### src/rtl/learning_session_ctrl.sv
// ============================================================================
// Module  : learning_session_ctrl
// Brief   : Guided-play learning controller: song select, note grading, scoring,
//           and per-song best-score memory. Optional macro: SONG_WRAP_EN.
// Rev     : 1.0  initial release
// ============================================================================
`default_nettype none

module learning_session_ctrl #(
   parameter int NUM_SONGS   = 4,
   parameter int SEL_W       = 2,
   parameter int KEY_W       = 7,
   parameter int SCORE_W     = 8,
   parameter int TIMEOUT_CYC = 50_000_000
) (
   input  logic               clk,
   input  logic               reset,
   input  logic [KEY_W-1:0]   key_in,
   input  logic               next_song,
   input  logic               prev_song,
   input  logic               start,
   input  logic               note_valid,
   input  logic [KEY_W-1:0]   note_key,
   input  logic               note_last,
   output logic               note_ready,
   output logic [SEL_W-1:0]   song_number,
   output logic [KEY_W-1:0]   learn_show_led,
   output logic [SCORE_W-1:0] score,
   output logic [SCORE_W-1:0] miss_count,
   output logic [SCORE_W-1:0] best_score,
   output logic               busy,
   output logic               done
);

   localparam int                 TO_W     = (TIMEOUT_CYC > 2) ? $clog2(TIMEOUT_CYC) : 1;
   localparam logic [TO_W-1:0]    TO_LAST  = TO_W'(TIMEOUT_CYC - 1);
   localparam logic [SEL_W-1:0]   SONG_MAX = SEL_W'(NUM_SONGS - 1);
   localparam logic [SCORE_W-1:0] SAT_MAX  = '1;

   typedef enum logic [2:0] {
      S_IDLE  = 3'd0,
      S_FETCH = 3'd1,
      S_WAIT  = 3'd2,
      S_GRADE = 3'd3,
      S_DONE  = 3'd4
   } state_t;

   state_t             state_q;
   logic [SEL_W-1:0]   song_q, song_d;
   logic [KEY_W-1:0]   key_prev_q;
   logic               next_prev_q, prev_prev_q, start_prev_q;
   logic [KEY_W-1:0]   note_key_q;
   logic               note_last_q;
   logic               hit_q;
   logic [TO_W-1:0]    to_cnt_q;
   logic [SCORE_W-1:0] score_q, miss_q;
   logic [SCORE_W-1:0] best_q [NUM_SONGS];
   logic               note_ready_q, done_q;

   logic               next_rise, prev_rise, start_rise;
   logic [KEY_W-1:0]   key_new;

   assign next_rise  = next_song & ~next_prev_q;
   assign prev_rise  = prev_song & ~prev_prev_q;
   assign start_rise = start & ~start_prev_q;
   assign key_new    = key_in & ~key_prev_q;

   // Selection moves only while idle; a simultaneous next/prev cancels out.
   always_comb begin
      song_d = song_q;
      if (state_q == S_IDLE) begin
         if (next_rise && !prev_rise) begin
`ifdef SONG_WRAP_EN
            song_d = (song_q == SONG_MAX) ? '0 : song_q + 1'b1;
`else
            song_d = (song_q == SONG_MAX) ? song_q : song_q + 1'b1;
`endif
         end else if (prev_rise && !next_rise) begin
`ifdef SONG_WRAP_EN
            song_d = (song_q == '0) ? SONG_MAX : song_q - 1'b1;
`else
            song_d = (song_q == '0) ? song_q : song_q - 1'b1;
`endif
         end
      end
   end

   always_ff @(posedge clk) begin
      if (reset) begin
         state_q      <= S_IDLE;
         song_q       <= '0;
         key_prev_q   <= '0;
         next_prev_q  <= 1'b0;
         prev_prev_q  <= 1'b0;
         start_prev_q <= 1'b0;
         note_key_q   <= '0;
         note_last_q  <= 1'b0;
         hit_q        <= 1'b0;
         to_cnt_q     <= '0;
         score_q      <= '0;
         miss_q       <= '0;
         note_ready_q <= 1'b0;
         done_q       <= 1'b0;
         for (int i = 0; i < NUM_SONGS; i++) begin
            best_q[i] <= '0;
         end
      end else begin
         key_prev_q   <= key_in;
         next_prev_q  <= next_song;
         prev_prev_q  <= prev_song;
         start_prev_q <= start;
         song_q       <= song_d;
         note_ready_q <= 1'b0;
         done_q       <= 1'b0;

         case (state_q)
            S_IDLE: begin
               if (start_rise) begin
                  score_q  <= '0;
                  miss_q   <= '0;
                  to_cnt_q <= '0;
                  state_q  <= S_FETCH;
               end
            end
            S_FETCH: begin
               if (note_valid) begin
                  note_key_q  <= note_key;
                  note_last_q <= note_last;
                  state_q     <= S_WAIT;
               end
            end
            S_WAIT: begin
               // A press in the timeout cycle takes priority over the auto-miss.
               if (|key_new) begin
                  hit_q   <= (key_new == note_key_q);
                  state_q <= S_GRADE;
               end else if (to_cnt_q == TO_LAST) begin
                  hit_q   <= 1'b0;
                  state_q <= S_GRADE;
               end else begin
                  to_cnt_q <= to_cnt_q + 1'b1;
               end
            end
            S_GRADE: begin
               if (hit_q) begin
                  if (score_q != SAT_MAX) score_q <= score_q + 1'b1;
               end else begin
                  if (miss_q != SAT_MAX) miss_q <= miss_q + 1'b1;
               end
               note_ready_q <= 1'b1;
               to_cnt_q     <= '0;
               state_q      <= note_last_q ? S_DONE : S_FETCH;
            end
            S_DONE: begin
               done_q <= 1'b1;
               if (score_q > best_q[song_q]) best_q[song_q] <= score_q;
               state_q <= S_IDLE;
            end
            default: state_q <= S_IDLE;
         endcase
      end
   end

   assign note_ready     = note_ready_q;
   assign done           = done_q;
   assign song_number    = song_q;
   assign score          = score_q;
   assign miss_count     = miss_q;
   assign best_score     = best_q[song_q];
   assign learn_show_led = (state_q == S_WAIT) ? note_key_q : '0;
   assign busy           = (state_q == S_FETCH) || (state_q == S_WAIT) || (state_q == S_GRADE);

endmodule

`default_nettype wire

### config.mk
export PLATFORM = sky130hd
export DESIGN_NAME = learning_session_ctrl
export DESIGN_NICKNAME = d
export VERILOG_FILES = /design/src/rtl/learning_session_ctrl.sv
export SDC_FILE = /design/constraint.sdc
export NUM_CORES = 1
export LEC_CHECK = 0
export BUFFER_PORTS_ARGS = -buffer_cell sky130_fd_sc_hd__buf_2
export CORE_ASPECT_RATIO = 1.75
export CORE_UTILIZATION = 60
export DETAILED_ROUTE_END_ITERATION = 10
export PLACE_DENSITY = 0.93
export SLEW_MARGIN = 30
export SYNTH_ARGS = -nofsm -noshare
export SYNTH_HDL_FRONTEND = slang
export SYNTH_SLANG_ARGS = --single-unit
### constraint.sdc
create_clock -name clk -period 5.7 [get_ports clk]
set_input_delay 0.855 -clock clk [delete_from_list [all_inputs] [get_ports clk]]
set_output_delay 0.855 -clock clk [all_outputs]
set_load 0.01 [all_outputs]
==> reports/qor.txt <==
Tot Pwr: 1.51 mW
Via density: 6.40
Post-synth top flop: dfxtp_1
Final worst slack: 2.20 ns
Tmin final: 3.50 ns
Post-synth cell types: 67
Ant. Diodes: 0
Port bufs: 56
Post-DP HPWL: 8750 um
Yosys warns: 0
Hold WS: 0.497 ns
Data arrival, critical path: 3.59 ns
Post-CTS setup buffers: 0
Clock Path Buffers: 2
RSZ-0062 raised after global routing: no
Drc violations: 0
Seq/Total Area, Yosys: 46.1%
Routed WL: 12100 um
Placed Area: 5430 um^2
Max Slew Vio Count: 0
Seq pwr share: 52.0%
Cell Area, Synth: 5120 um^2
Gr usage total: 29.2%
Worst Skew: 0.00888 ns
Hold/Removal Path Class: reg -> reg
Synth area leader: dfxtp_1
CTS clk-pin slew, worst paths: 0.07 ns
Max_cap viols: 0
CP max FO: 8
# clock sinks: 102
Post-Synthesis Mean Instance Area: 9.92 um^2
Setup TNS: 0 ns
Post-Route Utilization: 69.3%
Vias: 4202
Mapped Cells: 516
Max Clock Freq: 0.286 GHz
Max VDD drop: 172 uV
Post-layout instance area: 5720 um^2
Status: finished clean
FP Rows: 44
Leak: 2.15 nW
Syn Nets: 549
Initial Util: 62.0%
Largest cells by area after synthesis: dfxtp_1 27%, edfxtp_1 19%, nor2_1 3.9%, mux4_2 3.5%, ha_1 2.9%
Core Region: 8260 um^2
Final Hold Viols: 0
Ys async rst share: 0%
Largest net degree at the start of global routing: 51
Number of synthesized flops with an enable pin: 32
Worst Path Required: 5.79 ns
Slew HR: 41.5%
Finished Layout Cells: 657
Nets@finish: 593
CTS tree: yes
DRT Pass-1 Iters: 6
Root buffer cell: clkbuf_16
Endpoint type of the worst setup path: register
Slew at the pin closest to its max-slew limit: 0.878 ns
Share of layout cells above drive strength 1: 18.6%
Clock Latency Late Sink: 0.35 ns
CTS Buf Count: 9
Switching Power: 0.376 mW
Initial antenna violation count: 0
Pwr Density: 264 nW/um^2
FF+latch count, synth: 102
Initial DRC Count: 389
Setup Slack @ Placement: 2.26 ns
Die width: 71.8 um
WS Path Type: reg -> reg
Final setup fails: 0
Power share of the clock group: 39.6%
Drt wl/cell: 18.4 um
Critical Path Source Type: register
H-Tree Depth: 3
Number of global-route vias before repair: 4149
Cts hold-fix bufs: 0
Layout area overhead: 11.7%
Inst Count DP: 641
DIE AREA: 8920 um^2
Antenna viol nets, final: 0
Grt total ovfl: 0
Cells resized by post-CTS repair: 0
Internal power: 1.13 mW
Die height: 124 um
Combinational group share of total power: 8.4%
Routability Congestion: 0.864
Yosys top cell area share: 27.4%
First-pass GRT wire length: 19900 um
Switching share of power: 24.9%
Tcrit/Tclk final: 61.4%
IO Pins: 57
[final timing paths]
path                              startpoint           end  slack (ns)  cells past startpoint
worst min-delay path            to_cnt_q[24]  to_cnt_q[24]        0.50                      2
worst min register to register  to_cnt_q[24]  to_cnt_q[24]        0.50                      2
worst max-delay path                register  best_q[3][5]        2.20                      9
worst max register to register      register  best_q[3][5]        2.20                      9
[metal layers]
layer	share of wire, %	global-route usage [%]	vias up	wire [um]
met2	54	51.4	169	6590
met5	0	0	-	0
met1	35	29.2	2009	4180
met3	4.7	7.06	48	574
met4	6.2	19.7	0	750
li1	-	-	1976	-
[kinds of logic (layout without fill, tap and decap cells)]
family / Yosys count / after routing / share of synthesized area (%)
flip-flops: 102 / 102 / 46.1
adder cells (fa/ha/maj): 12 / 12 / 2.93
XOR/XNOR: 23 / 23 / 3.93
AO/OA/AOI/OAI: 72 / 72 / 10.2
multiplexers: 19 / 19 / 5.69
buffers and inverters: 40 / 89 / 3.10
AND/OR/NAND/NOR: 248 / 248 / 28.0
[critical path, stage by stage (launching register included)]
cell,delay [ns]
dfxtp_1,0.65
mux4_2,0.58
inv_1,0.07
ha_1,0.23
nor2b_1,0.14
o211ai_1,0.15
a21oi_1,0.11
a2111oi_2,0.67
nor2_1,0.24
a31o_2,0.39
[area by class of cell]
class	count	area, um^2
sequential	102	2360
multi-input combinational	374	2610
timing repair buffer	57	288
inverter	16	60.1
tap	92	115
clock inverter	6	50.0
clock buffer	10	239
fill	604	2540
[registers in the layout, summed over array words and instances (netlist names), 2 cells and up, named ones only]
name / flops
song_number: 2
best_q: 32
miss_count: 8
to_cnt_q: 26
note_key_q: 7
key_prev_q: 7
score: 8
state_q: 3
[synthesized netlist by cell type, types with 2 or more instances]
cell type and number:
a211oi_1 2, a21o_1 3, a21oi_1 23, a221oi_1 2, a31o_2 3, and2_1 16
and3_1 11, and4_1 8, buf_1 2, buf_2 4, clkbuf_1 17, dfxtp_1 70
edfxtp_1 32, ha_1 12, inv_1 16, mux2i_1 10, mux4_2 8, nand2_1 31
nand2b_1 8, nand3_1 13, nand3b_1 2, nand4_1 15, nand4b_1 2, nor2_1 53
nor2b_1 22, nor3_1 15, nor4_1 12, nor4b_1 4, nor4bb_1 2, o211ai_1 3
o21a_1 2, o21ai_0 13, o22ai_1 2, o31ai_1 5, or2_2 4, or3_1 10
or4_1 7, or4_4 2, xnor2_1 9, xor2_1 14
[power by group through the flow]
stage	sequential (mW)	clock, mW	combinational, mW
2_1_floorplan	0.788	0	0.0976
3_3_place_gp	0.798	0	0.120
3_5_place_dp	0.799	0	0.125
4_1_cts	0.783	0.599	0.127
5_1_grt	0.786	0.628	0.139
6_report	0.783	0.597	0.127
[placed cells by master (no fill, tap or decap), types with 3 or more instances in the layout]
cell	netlist	routed
buf_2	4	56
xnor2_1	9	9
mux4_2	8	8
or3_1	10	10
nand2_1	31	31
clkbuf_16	0	9
nor4_1	12	12
nor2_1	53	53
a21oi_1	23	23
a21o_1	3	3
nand4_1	15	15
dfxtp_1	70	70
and3_1	11	11
mux2i_1	10	10
or4_1	7	7
or2_2	4	4
inv_6	0	3
nor3_1	15	14
o21ai_0	13	13
and4_1	8	8
ha_1	12	12
nand3_1	13	13
nor2b_1	22	22
o211ai_1	3	3
xor2_1	14	14
o31ai_1	5	5
nor4b_1	4	4
and2_1	16	16
a31o_2	3	3
edfxtp_1	32	32
nand2b_1	8	8
inv_1	16	16
No activity file was read; power rests on OpenSTA's default activity.
